File: config.mk
export PLATFORM = sky130hd
export DESIGN_NAME = acc_sequencer
export DESIGN_NICKNAME = d
export VERILOG_FILES = /design/src/rtl/acc_sequencer.sv
export SDC_FILE = /design/constraint.sdc
export NUM_CORES = 1
export LEC_CHECK = 0
export CAP_MARGIN = 40
export CORE_UTILIZATION = 44
export DETAILED_ROUTE_END_ITERATION = 8
export PLACE_DENSITY = 0.66
export SLEW_MARGIN = 20
export SYNTH_ARGS = -nofsm -noshare
export SYNTH_HDL_FRONTEND = slang
export SYNTH_SLANG_ARGS = --single-unit
File: constraint.sdc
create_clock -name clk -period 2.5 [get_ports clk]
set_input_delay 0.5 -clock clk [delete_from_list [all_inputs] [get_ports clk]]
set_output_delay 0.5 -clock clk [all_outputs]
set_load 0.005 [all_outputs]
File: src/rtl/acc_sequencer.sv
// Job sequencer for a systolic accumulator: clears, collects partial-sum beats,
// waits for the adder chain to settle, then stores one word per output index.
module acc_sequencer #(
  parameter int unsigned ARR_SIZE     = 4,
  parameter int unsigned DRAIN_CYCLES = 4,
  parameter int unsigned BEAT_W       = 8
) (
  input  logic              clk,
  input  logic              rst,
  input  logic              start,
  input  logic              abort,
  input  logic [BEAT_W-1:0] num_beats,
  input  logic [4:0]        num_outputs,
  input  logic [3:0]        base_addr,
  input  logic              beat_valid,
  output logic              beat_ready,
  output logic              acc_reset,
  output logic              store_output,
  output logic [3:0]        op_buffer_address,
  output logic              busy,
  output logic              done,
  output logic              err
);

  localparam int unsigned DRAIN_W     = (DRAIN_CYCLES > 1) ? $clog2(DRAIN_CYCLES) : 1;
  localparam int unsigned DRAIN_LAST  = (DRAIN_CYCLES > 0) ? DRAIN_CYCLES - 1 : 0;
  localparam int unsigned MAX_OUTPUTS = 16;

  // The adder chain must have at least one column to produce anything.
  if (ARR_SIZE == 0) begin : g_bad_arr_size
    $error("acc_sequencer: ARR_SIZE must be nonzero");
  end

  typedef enum logic [2:0] {
    S_IDLE,
    S_CLEAR,
    S_ACCUM,
    S_DRAIN,
    S_STORE,
    S_DONE,
    S_ABORT
  } state_t;

  state_t              state;
  state_t              state_nxt;
  logic [BEAT_W-1:0]   beat_cnt;
  logic [BEAT_W-1:0]   beat_cnt_nxt;
  logic [DRAIN_W-1:0]  drain_cnt;
  logic [DRAIN_W-1:0]  drain_cnt_nxt;
  logic [3:0]          index;
  logic [3:0]          index_nxt;
  logic [BEAT_W-1:0]   beats_lat;
  logic [4:0]          outputs_lat;
  logic [3:0]          base_lat;
  logic                job_ok;
  logic                beat_take;
  logic                last_beat;
  logic                drain_last;
  logic                last_output;
  logic                err_nxt;
  logic [3:0]          addr_nxt;

  assign job_ok      = (num_beats != '0) && (num_outputs != 5'd0) &&
                       (num_outputs <= 5'(MAX_OUTPUTS));
  assign beat_take   = (state == S_ACCUM) && beat_valid;
  assign last_beat   = ({1'b0, beat_cnt} + (BEAT_W+1)'(1)) == {1'b0, beats_lat};
  assign drain_last  = drain_cnt == DRAIN_W'(DRAIN_LAST);
  assign last_output = (5'(index) + 5'd1) == outputs_lat;

  // Next-state and next-output decode; outputs are registered from these.
  always_comb begin
    state_nxt     = state;
    beat_cnt_nxt  = beat_cnt;
    drain_cnt_nxt = drain_cnt;
    index_nxt     = index;
    err_nxt       = 1'b0;
    addr_nxt      = 4'd0;

    case (state)
      S_IDLE: begin
        if (start && !abort) begin
          if (job_ok) begin
            state_nxt = S_CLEAR;
            index_nxt = 4'd0;
          end else begin
            err_nxt = 1'b1;
          end
        end
      end
      S_CLEAR: begin
        beat_cnt_nxt = '0;
        state_nxt    = S_ACCUM;
      end
      S_ACCUM: begin
        if (beat_take) begin
          beat_cnt_nxt = beat_cnt + BEAT_W'(1);
          if (last_beat) begin
            drain_cnt_nxt = '0;
            if (DRAIN_CYCLES == 0) state_nxt = S_STORE;
            else                   state_nxt = S_DRAIN;
          end
        end
      end
      S_DRAIN: begin
        if (drain_last) state_nxt = S_STORE;
        else            drain_cnt_nxt = drain_cnt + DRAIN_W'(1);
      end
      S_STORE: begin
        if (last_output) begin
          state_nxt = S_DONE;
        end else begin
          state_nxt = S_CLEAR;
          index_nxt = index + 4'd1;
        end
      end
      S_DONE:  state_nxt = S_IDLE;
      S_ABORT: state_nxt = S_IDLE;
      default: state_nxt = S_IDLE;
    endcase

    // Abort overrides any in-flight transition; ABORT itself always returns to IDLE.
    if (abort && (state != S_IDLE) && (state != S_ABORT)) begin
      state_nxt = S_ABORT;
    end

    if (state_nxt == S_STORE) begin
      addr_nxt = base_lat + index;
    end
  end

  // State, counters, latched job fields and registered outputs.
  always_ff @(posedge clk or posedge rst) begin
    if (rst) begin
      state             <= S_IDLE;
      beat_cnt          <= '0;
      drain_cnt         <= '0;
      index             <= 4'd0;
      beats_lat         <= '0;
      outputs_lat       <= 5'd0;
      base_lat          <= 4'd0;
      beat_ready        <= 1'b0;
      acc_reset         <= 1'b0;
      store_output      <= 1'b0;
      op_buffer_address <= 4'd0;
      busy              <= 1'b0;
      done              <= 1'b0;
      err               <= 1'b0;
    end else begin
      state     <= state_nxt;
      beat_cnt  <= beat_cnt_nxt;
      drain_cnt <= drain_cnt_nxt;
      index     <= index_nxt;
      if ((state == S_IDLE) && (state_nxt == S_CLEAR)) begin
        beats_lat   <= num_beats;
        outputs_lat <= num_outputs;
        base_lat    <= base_addr;
      end
      beat_ready        <= state_nxt == S_ACCUM;
      acc_reset         <= (state_nxt == S_CLEAR) || (state_nxt == S_ABORT);
      store_output      <= state_nxt == S_STORE;
      op_buffer_address <= addr_nxt;
      busy              <= state_nxt != S_IDLE;
      done              <= state_nxt == S_DONE;
      err               <= err_nxt;
    end
  end

endmodule

==> flow_summary_export.csv, run 1 <==
group,metric,value,unit
global_route,grt_pass1_vias,1865,
worst_setup_path,r2r_start,"beat_cnt[2]$_DFFE_PP0P_",
cells_and_area,register_area,1100,sq um
yosys,yosysSeqAreaShare,0.451,
hold_path,hold_depth,1,
clock_tree,cts_buffers,5,
yosys,synthesis.area,2440,sq um
yosys,synth.ff_latch_count,44,
place,portBuffers,31,
sta,rsz0062_at_grt,"no",
cells_and_area,drive_above_1_share,0.0932,
route,wl_per_cell,14.6,um
worst_setup_path,reg2reg_setup_slack,360,ps
route,dr.pass1.iters,4,
sta,fmax,0.455,GHz
global_route,antenna_found_initial,0,
worst_setup_path,reg2regPathDepth,6,
yosys,syn_area_per_cell,10.1,sq um
route,ant_nets,0,
yosys,synthFlopType,"dfrtp_1",
sta,period_needed,2200,ps
worst_setup_path,path_buf_inv,2,
die,ios,32,
die,die_w,76.5,um
die,core_area,5240,sq um
cells_and_area,diodes,0,
clock_tree,cts-resized-gates,0,
power,leakage,1.28,nW
sta,finClkSkew,3.92,ps
worst_setup_path,worstPathRequired,2680,ps
cells_and_area,final_common_cell,"dfrtp_1",
worst_setup_path,timing.rr.end,"state[0]$_DFF_PP0_",
sta,worst_pin_slew,559,ps
clock_tree,post-cts-setup-buffer-count,0,
die,fp-row-count,26,
clock_tree,cts_tree,"done",
route,drt-total-wl,5.10,mm
cells_and_area,area_growth,23.1,%
yosys,synth_cell_types,49,
clock_tree,clockBufferDepth,2,
clock_tree,hold_buffers,0,
die,start_util,0.466,
yosys,synthArstFlopShare,1.00,
sta,slew_viol_final,0,
worst_setup_path,crit_family,"buffers and inverters",
global_route,grt_pass1_wl,8.65,mm
route,drt_iter0_markers,124,
global_route,grt-ovfl-total,0,
run_status,status,"complete, no violations",
place,dp_hpwl,3.73,mm
worst_setup_path,endpoint_kind,"flip-flop",
cells_and_area,multiInputGateArea,1260,sq um
sta,setup_viol,0,
yosys,synth_top_area_frac,0.451,
clock_tree,path_clk_slew,80,ps
place,gp_congestion,0.895,
worst_setup_path,cp-start-kind,"input port",
yosys,synth_edf_count,0,
clock_tree,cts-root-buf,"clkbuf_8",
yosys,ys_warn_count,0,
clock_tree,clock-sinks,44,
yosys,syn_inst,242,
power,max-vdd-ir-drop,0.536,mV
worst_setup_path,crit_fanout,13,
cells_and_area,most-common-layout-cells,"44 x dfrtp_1, 31 x clkdlybuf4s50_1, 16 x mux2_1, 16 x o21ai_0",
power,p_total,3.09,mW
place,placed_area,2880,sq um
sta,relSlewSlack,0.627,
clock_tree,insertion_delay,300,ps
worst_setup_path,crit_chain,"clkdlybuf4s50_1 > nor4_1 > xor2_1 > nor3_2 > buf_4 > mux2_1",
sta,hold_violations,0,
hold_path,hp-start,"drain_cnt[0]$_DFFE_PP0P_",
die,die_h,76.5,um
power,powerDensity,1030,nW/um^2
sta,min_period_over_period,0.879,
flow_run,cap_violations,0,
yosys,synthTopCellsByArea,"dfrtp_1 45%, mux2_1 7.4%, xnor2_1 3.6%",
cells_and_area,fin_area,3000,sq um
die,die-area,5850,sq um
yosys,synth_nets,271,
global_route,grt_max_degree,45,
worst_setup_path,critPathKind,"input port to flip-flop",
cells_and_area,fin_nets,308,
worst_setup_path,arrival,2380,ps
global_route,grt_usage,0.188,
hold_path,hold_end,"drain_cnt[0]$_DFFE_PP0P_",
hold_path,hold_class,"flip-flop to flip-flop",
worst_setup_path,max_stage_delay,430,ps
route,num_vias,1937,
route,drc,0,
cells_and_area,nFillCells,451,
route,viasPerCell,5.55,
clock_tree,h-tree-depth,2,
yosys,yosys.area.top_type,"dfrtp_1",
worst_setup_path,cp_slowest_cell,"clkdlybuf4s50_1",
-- layout make-up --
class / instances / share of cell area
Tap cell: 70 / 0.0292
Inverter: 5 / 0.00625
Clock inverter: 2 / 0.0200
Clock buffer: 5 / 0.0229
Multi-Input combinational cell: 179 / 0.419
Timing Repair Buffer: 44 / 0.136
Sequential cell: 44 / 0.367
-- logic make-up after synthesis --
family	synth area share
and+or+nand+nor	0.178
AOI/OAI and AO/OA	0.155
DFF	0.451
xor gates and xnor gates	0.0682
buffers and inverters	0.0344
muxes	0.0738
adders and majority gates	0.0390
-- where the power goes --
part / internal [mW] / switching [mW] / total, mW
sequential: 0.962 / 0.285 / 1.25
combinational: 0.637 / 0.574 / 1.21
clock: 0.393 / 0.242 / 0.635
total: 1.99 / 1.10 / 3.09
-- sequential cells by signal (all words and copies together) (netlist names), 2 cells and up --
name and flops:
beat_cnt 8, base_lat 4, beats_lat 8, state 3
drain_cnt 2, op_buffer_address 4, outputs_lat 5, index 4
-- layer usage --
| layer | global-route usage | wire, um |
|---|---|---|
| met1 | 0.261 | 2420 |
| met2 | 0.286 | 2330 |
| met3 | 0.0287 | 221 |
| met4 | 0.0904 | 133 |
| met5 | 0 | 0 |
-- stage by stage --
stage                     setup TNS, ps   util  instances  setup slack, ps  hold slack [ps]
final                                 0  0.574        349              303              491
after detailed placement           -208  0.549        342            -32.7              477
after global routing                  0  0.574        349              199              528
after CTS                             0  0.574        349              279              493
after floorplan                       0      -        242              547              454
after global placement                0  0.549        342             21.8              481
-- cell usage after synthesis, types with 4 or more instances --
master and count:
or3_1 4, nand3_1 9, xnor2_1 10, xor2_1 9, ha_1 6, mux2_1 16, nor3_1 5, inv_1 5
buf_2 7, nor4_1 6, a31oi_1 4, clkbuf_1 5, a21oi_1 15, nand4_1 4, o21ai_0 16, nor2_1 15
and2_1 5, nand2_1 11, dfrtp_1 44
-- worst max path at each step --
stage | start | end | cells after the start
floorplan | num_beats[4] | acc_reset$_DFF_PP0_ | 6
global placement | num_beats[0] | busy$_DFF_PP0_ | 7
detailed placement | num_outputs[0] | beats_lat[1]$_DFFE_PP0P_ | 6
CTS | num_outputs[0] | beats_lat[1]$_DFFE_PP0P_ | 6
global route | num_outputs[0] | beats_lat[7]$_DFFE_PP0P_ | 6
finish | num_outputs[0] | beats_lat[1]$_DFFE_PP0P_ | 6
(Power assumes the default switching activity.)
==> inputs of run 2 (changes only) <==
GPL_ROUTABILITY_DRIVEN = 0   (was unset)
==> results of run 2 <==
No change in the layout: final DEF, timing and power equal those of run 1.
==> inputs of run 3 (changes only) <==
PLACE_DENSITY = 0.74   (was 0.66)
SKIP_LAST_GASP = 1   (was unset)
==> run 3 against run 2 <==
Via count increased by 1.7%. Worst setup slack got worse by 140 ps. Global-route usage increased by 0.69 points. Core utilization decreased by 0.91 points. Clock-buffer cell count unchanged. Final area decreased by 1.6%. Sequential cell count unchanged. Routed wire length increased by 1.5%. Sequential share of layout area increased by 0.59 points. Register-to-register slack got worse by 60 ps. Maximum frequency decreased by 6.0%. Critical path depth increased by 2. Largest power group unchanged.
==> flow_summary_export.csv, run 3 (synthesis gave the netlist of run 1 again) <==
group,metric,value,unit
run_status,status,"complete, no violations",
power,pwr-share-comb,0.415,
cells_and_area,final_common_cell,"dfrtp_1",
cells_and_area,utilization,0.565,
worst_setup_path,arrival,2520,ps
die,die_h,76.5,um
place,dp_cells,342,
clock_tree,hold_buffers,0,
cells_and_area,drive_above_1_share,0.0932,
worst_setup_path,critPathKind,"input port to flip-flop",
global_route,grt_pass1_vias,1923,
sta,period_needed,2340,ps
die,ios,32,
clock_tree,insertion_delay,300,ps
clock_tree,cts-resized-gates,0,
die,die-area,5850,sq um
die,die_w,76.5,um
cells_and_area,reg_top3,"beat_cnt (8), beats_lat (8), outputs_lat (5)",
power,powerDensity,979,nW/um^2
global_route,grt_pass1_wl,9.02,mm
power,p_total,2.89,mW
sta,slew_viol_final,0,
sta,setup_viol,0,
route,drc,0,
route,viasPerCell,5.64,
power,max-vdd-ir-drop,0.443,mV
worst_setup_path,cp-start-kind,"input port",
global_route,antenna_found_initial,0,
cells_and_area,finalNonFillerCells,349,
clock_tree,cts-root-buf,"clkbuf_8",
sta,worst_pin_slew,562,ps
flow_run,cap_violations,0,
power,p_switching,1.11,mW
sta,relSlewSlack,0.626,
cells_and_area,fin_nets,308,
place,portBuffers,31,
die,core_area,5240,sq um
global_route,grt_usage,0.195,
die,start_util,0.466,
route,num_vias,1970,
clock_tree,clock-sinks,44,
global_route,grt_max_degree,45,
sta,fmax,0.428,GHz
cells_and_area,most-common-layout-cells,"44 x dfrtp_1, 31 x clkdlybuf4s50_1, 16 x mux2_1, 16 x o21ai_0",
clock_tree,clockBufferDepth,2,
route,wl_per_cell,14.8,um
place,dp_hpwl,3.84,mm
clock_tree,h-tree-depth,2,
power,p_int,1.79,mW
cells_and_area,diodes,0,
sta,min_period_over_period,0.935,
power,power_frac_seq,0.437,
worst_setup_path,worstPathRequired,2690,ps
route,drt-total-wl,5.18,mm
worst_setup_path,endpoint_kind,"flip-flop",
clock_tree,post-cts-setup-buffer-count,0,
sta,hold_violations,0,
power,switching_share,0.383,
route,drt_iter0_markers,128,
sta,finClkSkew,12.6,ps
global_route,grt-ovfl-total,0,
clock_tree,cts_tree,"done",
route,ant_nets,0,
clock_tree,cts_buffers,5,
die,fp-row-count,26,
route,dr.pass1.iters,4,
clock_tree,path_clk_slew,90,ps
sta,whs,499,ps
hold_path,hold_class,"flip-flop to flip-flop",
power,power_frac_clock,0.148,
cells_and_area,area_growth,21.2,%
worst_setup_path,crit_fanout,7,
sta,rsz0062_at_grt,"no",
power,leakage,1.26,nW
## run 3: cell types whose count changed in the layout (fill, tap and decap cells not counted)
cell	before	now
bufinv_16	2	0
clkinv_1	1	0
clkinv_2	0	1
clkinvlp_4	0	1
inv_1	4	5
## run 3: worst paths after layout
path | depth (start not counted) | to | startpoint | slack (ps)
min | 1 | drain_cnt[0]$_DFFE_PP0P_ | drain_cnt[0]$_DFFE_PP0P_ | 500
max in group asynchronous | 3 | beat_cnt[5]$_DFFE_PP0P_ | rst | 1470
max | 8 | busy$_DFF_PP0_ | num_beats[5] | 160
min in group asynchronous | 3 | beats_lat[4]$_DFFE_PP0P_ | rst | 640
min reg2reg | 1 | drain_cnt[0]$_DFFE_PP0P_ | drain_cnt[0]$_DFFE_PP0P_ | 500
max reg2reg | 7 | acc_reset$_DFF_PP0_ | beat_cnt[0]$_DFFE_PP0P_ | 300
## run 3: power groups by stage
stage	clock, mW	combinational, mW	sequential (mW)
CTS	0.441	1.21	1.26
global placement	0	1.17	1.27
finish	0.429	1.20	1.27
detailed placement	0	1.19	1.27
global route	0.475	1.35	1.31
floorplan	0	0.972	1.14
## run 3: layer usage
metal,wire [um],up-vias,track usage,share of wire
li1,-,960,-,-
met1,2500,950,0.257,0.48
met5,0,-,0,0
met2,2390,54,0.314,0.46
met3,225,6,0.0443,0.043
met4,63,0,0.0673,0.012
## run 3: through the flow
| step | cell area [sq um] | setup WS [ps] | TNS, ps |
|---|---|---|---|
| after floorplan | 2440 | 547 | 0 |
| after global placement | 2880 | -85.9 | -607 |
| after detailed placement | 2880 | -107 | -1110 |
| after CTS | 2960 | 197 | 0 |
| after global routing | 2960 | 85.0 | 0 |
| final | 2960 | 162 | 0 |
## run 3: worst max-delay path: stages
cell and delay, ps:
clkdlybuf4s50_1 440, or4_1 510, nor2_1 300, nor3_2 100, buf_4 180, or3_1 310
a21oi_1 130, a21oi_1 50
## run 3: layout make-up
cell class                 count  area [sq um]
clock buffer                   5          68.8
clock inverter                 2          12.5
fill                         462          2280
inverter                       5          18.8
multi-input combinational    179          1260
sequential                    44          1100
tap                           70          87.6
timing repair buffer          44           408
